`src/rtl/output_regfile_packer_if.sv`:
```
// rtl/output_regfile_packer_if.sv - PE tile capture and In_Out_buffer beat bus
// master is the PE array / buffer side, slave is the packer.
interface output_regfile_packer_if #(
    parameter int LANES = 16,
    parameter int BEAT  = 8
);
    logic [LANES*8-1:0] PE_Data_I;
    logic               PE_Data_I_vld;
    logic               pe_stall;
    logic [BEAT*8-1:0]  OR_Data_O;
    logic               OR_Data_O_vld;
    logic               OR_Data_O_rdy;
    logic [5:0]         Bm_cnt_out;
    logic               batch_done;
    logic               ovf;

    modport master (
        output PE_Data_I, PE_Data_I_vld, OR_Data_O_rdy,
        input  pe_stall, OR_Data_O, OR_Data_O_vld, Bm_cnt_out, batch_done, ovf
    );

    modport slave (
        input  PE_Data_I, PE_Data_I_vld, OR_Data_O_rdy,
        output pe_stall, OR_Data_O, OR_Data_O_vld, Bm_cnt_out, batch_done, ovf
    );
endinterface

```
`src/rtl/output_regfile_packer.sv`:
```
// rtl/output_regfile_packer.sv - two-tile ping-pong store draining PE tiles as 8-byte beats
// Every output is a function of registered state only; PE_Data_I never reaches OR_Data_O in the same cycle.
module output_regfile_packer #(
    parameter int LANES    = 16,
    parameter int BEAT     = 8,
    parameter int DEPTH    = 2,
    parameter int BM_BEATS = 32
) (
    input  logic                   clk_cal,
    input  logic                   rst_cal,
    input  logic                   layer_start,
    output_regfile_packer_if.slave bus
);
    localparam int TW = LANES * 8;
    localparam int BW = BEAT * 8;

    logic [TW-1:0] store [DEPTH];
    logic          wr_ptr;
    logic          rd_ptr;
    logic          beat_sel;
    logic [1:0]    count;
    logic [5:0]    bm_cnt;
    logic          batch_done_q;
    logic          ovf_q;

    logic [TW-1:0] head;
    logic          xfer;
    logic          pop;
    logic          accept;
    logic          bm_last;

    assign head    = store[rd_ptr];
    assign xfer    = (count != 2'd0) && bus.OR_Data_O_rdy;
    assign pop     = xfer && beat_sel;
    // Acceptance looks at registered count only, so a same-cycle pop never frees a slot.
    assign accept  = bus.PE_Data_I_vld && (count != 2'(DEPTH));
    assign bm_last = (bm_cnt == 6'(BM_BEATS - 1));

    always_ff @(posedge clk_cal or posedge rst_cal) begin
        if (rst_cal) begin
            for (int i = 0; i < DEPTH; i++) store[i] <= '0;
            wr_ptr       <= 1'b0;
            rd_ptr       <= 1'b0;
            beat_sel     <= 1'b0;
            count        <= 2'd0;
            bm_cnt       <= 6'd0;
            batch_done_q <= 1'b0;
            ovf_q        <= 1'b0;
        end else if (layer_start) begin
            for (int i = 0; i < DEPTH; i++) store[i] <= '0;
            wr_ptr       <= 1'b0;
            rd_ptr       <= 1'b0;
            beat_sel     <= 1'b0;
            count        <= 2'd0;
            bm_cnt       <= 6'd0;
            batch_done_q <= 1'b0;
            ovf_q        <= 1'b0;
        end else begin
            if (accept) begin
                store[wr_ptr] <= bus.PE_Data_I;
                wr_ptr        <= ~wr_ptr;
            end
            if (xfer) begin
                beat_sel <= ~beat_sel;
                bm_cnt   <= bm_last ? 6'd0 : bm_cnt + 6'd1;
            end
            if (pop) rd_ptr <= ~rd_ptr;
            count        <= count + {1'b0, accept} - {1'b0, pop};
            batch_done_q <= xfer && bm_last;
            if (bus.PE_Data_I_vld && !accept) ovf_q <= 1'b1;
        end
    end

    assign bus.OR_Data_O     = beat_sel ? head[2*BW-1:BW] : head[BW-1:0];
    assign bus.OR_Data_O_vld = (count != 2'd0);
    assign bus.pe_stall      = (count == 2'(DEPTH));
    assign bus.Bm_cnt_out    = bm_cnt;
    assign bus.batch_done    = batch_done_q;
    assign bus.ovf           = ovf_q;
endmodule

```
`src/flat_wrapper.sv`:
```
// flat-port wrapper written by rule: the top's interface ports become plain ports
module output_regfile_packer_flat 
#(
    parameter int LANES    = 16,
    parameter int BEAT     = 8,
    parameter int DEPTH    = 2,
    parameter int BM_BEATS = 32
)
  (clk_cal, rst_cal, layer_start, bus_PE_Data_I, bus_PE_Data_I_vld, bus_OR_Data_O_rdy, bus_pe_stall, bus_OR_Data_O, bus_OR_Data_O_vld, bus_Bm_cnt_out, bus_batch_done, bus_ovf);
  output_regfile_packer_if #(.LANES(LANES), .BEAT(BEAT)) bus_i ();
  input  logic clk_cal;
  input  logic rst_cal;
  input  logic layer_start;
  input wire logic [$bits(bus_i.PE_Data_I)-1:0] bus_PE_Data_I;
  input wire logic [$bits(bus_i.PE_Data_I_vld)-1:0] bus_PE_Data_I_vld;
  input wire logic [$bits(bus_i.OR_Data_O_rdy)-1:0] bus_OR_Data_O_rdy;
  output wire logic [$bits(bus_i.pe_stall)-1:0] bus_pe_stall;
  output wire logic [$bits(bus_i.OR_Data_O)-1:0] bus_OR_Data_O;
  output wire logic [$bits(bus_i.OR_Data_O_vld)-1:0] bus_OR_Data_O_vld;
  output wire logic [$bits(bus_i.Bm_cnt_out)-1:0] bus_Bm_cnt_out;
  output wire logic [$bits(bus_i.batch_done)-1:0] bus_batch_done;
  output wire logic [$bits(bus_i.ovf)-1:0] bus_ovf;
  assign bus_i.PE_Data_I = bus_PE_Data_I;
  assign bus_i.PE_Data_I_vld = bus_PE_Data_I_vld;
  assign bus_i.OR_Data_O_rdy = bus_OR_Data_O_rdy;
  assign bus_pe_stall = bus_i.pe_stall;
  assign bus_OR_Data_O = bus_i.OR_Data_O;
  assign bus_OR_Data_O_vld = bus_i.OR_Data_O_vld;
  assign bus_Bm_cnt_out = bus_i.Bm_cnt_out;
  assign bus_batch_done = bus_i.batch_done;
  assign bus_ovf = bus_i.ovf;
  output_regfile_packer #(.LANES(LANES), .BEAT(BEAT), .DEPTH(DEPTH), .BM_BEATS(BM_BEATS)) u_core (.clk_cal(clk_cal), .rst_cal(rst_cal), .layer_start(layer_start), .bus(bus_i));
endmodule
```
`config.mk`:
```
export PLATFORM = sky130hd
export DESIGN_NAME = output_regfile_packer_flat
export DESIGN_NICKNAME = d
export VERILOG_FILES = /design/src/rtl/output_regfile_packer_if.sv /design/src/rtl/output_regfile_packer.sv /design/src/flat_wrapper.sv
export SDC_FILE = /design/constraint.sdc
export NUM_CORES = 1
export LEC_CHECK = 0
export CAP_MARGIN = 20
export CORE_MARGIN = 4
export CORE_UTILIZATION = 45
export DETAILED_ROUTE_END_ITERATION = 8
export PLACE_DENSITY = 0.7
export SKIP_LAST_GASP = 1
export SLEW_MARGIN = 20
export SYNTH_ARGS = -nofsm -noshare
export SYNTH_HDL_FRONTEND = slang
export SYNTH_SLANG_ARGS = --single-unit
export TNS_END_PERCENT = 50
```
`constraint.sdc`:
```
create_clock -name clk_cal -period 10.36 [get_ports clk_cal]
set_clock_uncertainty 0.15 [all_clocks]
set_input_delay 1.554 -clock clk_cal [delete_from_list [all_inputs] [get_ports clk_cal]]
set_output_delay 1.554 -clock clk_cal [all_outputs]
set_load 0.02 [all_outputs]
```
==> impl_metrics.tcl <==
set metrics [dict create \
    status "finished clean" \
    hpwl_um 16700 \
    cp-start-kind "flip-flop" \
    hold_class "reg -> reg" \
    p_int_mw 1.99 \
    post-place-ws_ns 5.93 \
    ys_async_sr_fraction_pct 100 \
    critPathKind "reg -> out" \
    fill_cells 1927 \
    ctsResizeCount 0 \
    ys_seq_area_share_pct 59.8 \
    seqCellArea_sq_mm 0.00674 \
    combPwrFrac_pct 18.4 \
    initial_core_util_pct 46.0 \
    end_kind "output port" \
    htreeDepth 1 \
    p_sw_mw 0.712 \
    grt_pass1_wl_um 45800 \
    setup_viol 0 \
    insertion_delay_ns 0.53 \
    drtAntennaViolNets 0 \
    max_freq_ghz 0.204 \
    viasPerCell 6.02 \
    power.leakage_nw 6.36 \
    fin_nets 1035 \
    drt_wl_total_um 28100 \
    critPathRequiredTime_ns 8.66 \
    synth_top_area_cell "dfrtp_1" \
    vias 7489 \
    numCtsBuffers 28 \
    netSwitchingFraction_pct 26.4 \
    hold_buffers 0 \
    syn_nets 859 \
    rsz0062_at_grt "false" \
    multiInputGateArea_sq_mm 0.00409 \
    grt_start_max_net_pins 121 \
    synth_top_cell_area_share_pct 59.8 \
    place.gp.congestion 0.790 \
    ys.flop_type "dfrtp_1" \
    arrival_ns 3.20 \
    synth_common_cells "269 x dfrtp_1, 256 x a22o_1, 64 x mux4_2, 46 x buf_2, 10 x buf_6" \
    cap_violations 0 \
    synth_warnings 0 \
    p_seq_share_pct 44.4 \
    hold_viol 0 \
    grt_usage_pct 20.1 \
    cts_setup_buffers 0 \
    grt_overflow 0 \
    fin_crit_sh_pct 47.4 \
    first_pass_iters 5 \
    fp.coreArea_sq_mm 0.0245 \
    slew-limit-headroom_pct 42.9 \
    pin_count 207 \
    final.setup.tns_ns 0 \
    synthCells 723 \
    clkPwrFrac_pct 37.2 \
    syn_to_final_growth_pct 27.6 \
    tightest_slew_ns 0.857 \
    powerDensity_mw_per_mm2 188 \
    dieHeight_um 166 \
    rows 57 \
    cts.sinks 269 \
    syn_area_sq_mm 0.0113 \
    drc 0 \
    die_w_um 166 \
    syn_area_per_cell_sq_um 15.6 \
    setup_ws_ns 5.45 \
    cts_tree "built" \
    ys_seq_elements 269 \
    drv_slew 0 \
    vdd_drop_max_mv 0.111 \
    clk_pin_slew_ns 0.06 \
    cts-root-buf "clkbuf_16" \
    synth_most_common_cell "dfrtp_1" \
    drive_above_1_share_pct 14.6 \
    min_period_ns 4.91 \
    synth_edf_count 0 \
    synthTopCellsByArea "dfrtp_1 60%, a22o_1 20%, mux4_2 13%" \
    grt_pass1_vias 8020 \
    yosys.cell_types.count 35 \
    port_buffers 206 \
    wire_per_inst_um 22.5 \
    antenna_found_initial 2 \
    drt-initial-drc-count 653 \
    path_max_fanout 36 \
    dieArea_sq_mm 0.0276 \
    clock_path_buffers 3 \
]
-- sequential cells by signal, indices dropped and copies added, names as in the netlist --
name and flops:
u_core.beat_sel 1, u_core.bus.Bm_cnt_out 6, u_core.bus.batch_done 1, u_core.bus.ovf 1, u_core.count 2, u_core.rd_ptr 1
u_core.store 256, u_core.wr_ptr 1
-- worst max-delay path: stages (launching register included) --
cell	delay, ns
dfrtp_4	0.84
buf_4	0.63
mux4_2	0.59
clkdlybuf4s50_1	0.58
-- cells in the final DEF (no fill, tap or decap), types with 3 or more instances in the layout --
master           Yosys  routed
dfrtp_1            269     267
a22o_1             256     256
clkdlybuf4s50_1      0     206
mux4_2              64      64
clkbuf_16            0      29
buf_4                9      12
nand2_1              7       7
a21oi_1              6       6
clkbuf_1             5       6
clkbuf_8             0       6
clkinv_2             0       6
inv_1                6       5
nor2_1               5       5
nor2b_1              3       3
nand3_1              3       3
o211ai_1             3       3
ha_1                 3       3
-- through the flow --
step | utilization (%) | instance area, sq um | hold WS (ns) | cells | total power [mW]
6_report | 58.7 | 14400 | 0.349 | 1245 | 2.70
5_1_grt | 58.7 | 14400 | 0.367 | 1245 | 2.82
4_1_cts | 58.7 | 14400 | 0.353 | 1244 | 2.73
3_5_place_dp | 54.9 | 13400 | 0.336 | 1193 | 1.72
3_3_place_gp | 54.9 | 13400 | 0.332 | 1193 | 1.71
2_1_floorplan | - | 11300 | 0.317 | 723 | 1.51
-- layer usage --
layer | vias up | wire (um) | global-route usage (%)
met5 | - | 13 | 0
met4 | 2 | 561 | 4.59
met3 | 33 | 1910 | 4.88
met2 | 282 | 13500 | 30.7
met1 | 3925 | 12100 | 29.6
li1 | 3247 | - | -
-- cells by family after synthesis --
kind of cell / after synthesis / share of synthesized area (%)
compound gates: 272 / 20.8
xor+xnor: 3 / 0.234
fa+ha+maj: 3 / 0.334
buf+inv: 80 / 4.16
flops: 269 / 59.8
mux: 66 / 13.0
simple gates: 30 / 1.68
-- cell type report --
type / instances / area share (%)
sequential: 269 / 46.9
inverter: 7 / 0.235
antenna: 1 / 0.0174
tap: 324 / 2.82
timing repair buffer: 219 / 15.1
clock inverter: 10 / 0.740
multi-input combinational: 374 / 28.4
clock buffer: 41 / 5.78
-- path summary, 6_finish.rpt --
path	startpoint	end	slack, ns	depth (start not counted)
worst max-delay path	u_core.rd_ptr	bus_OR_Data_O[60]	5.45	3
worst min-delay path	u_core.store[244]	u_core.store[244]	0.35	1
worst max register to register	u_core.count[0]	u_core.store[253]	7.45	6
worst min register to register	u_core.store[244]	u_core.store[244]	0.35	1
max in group asynchronous	rst_cal	u_core.store[98]	7.21	3
min in group asynchronous	rst_cal	u_core.store[186]	1.46	2
-- power by group through the flow --
stage / Combinational (mW) / Clock, mW / Sequential (mW)
final: 0.497 / 1.00 / 1.20
after global routing: 0.535 / 1.08 / 1.21
after CTS: 0.503 / 1.03 / 1.20
after detailed placement: 0.500 / 0 / 1.22
after global placement: 0.496 / 0 / 1.22
after floorplan: 0.322 / 0 / 1.19
(Power assumes the default switching activity.)
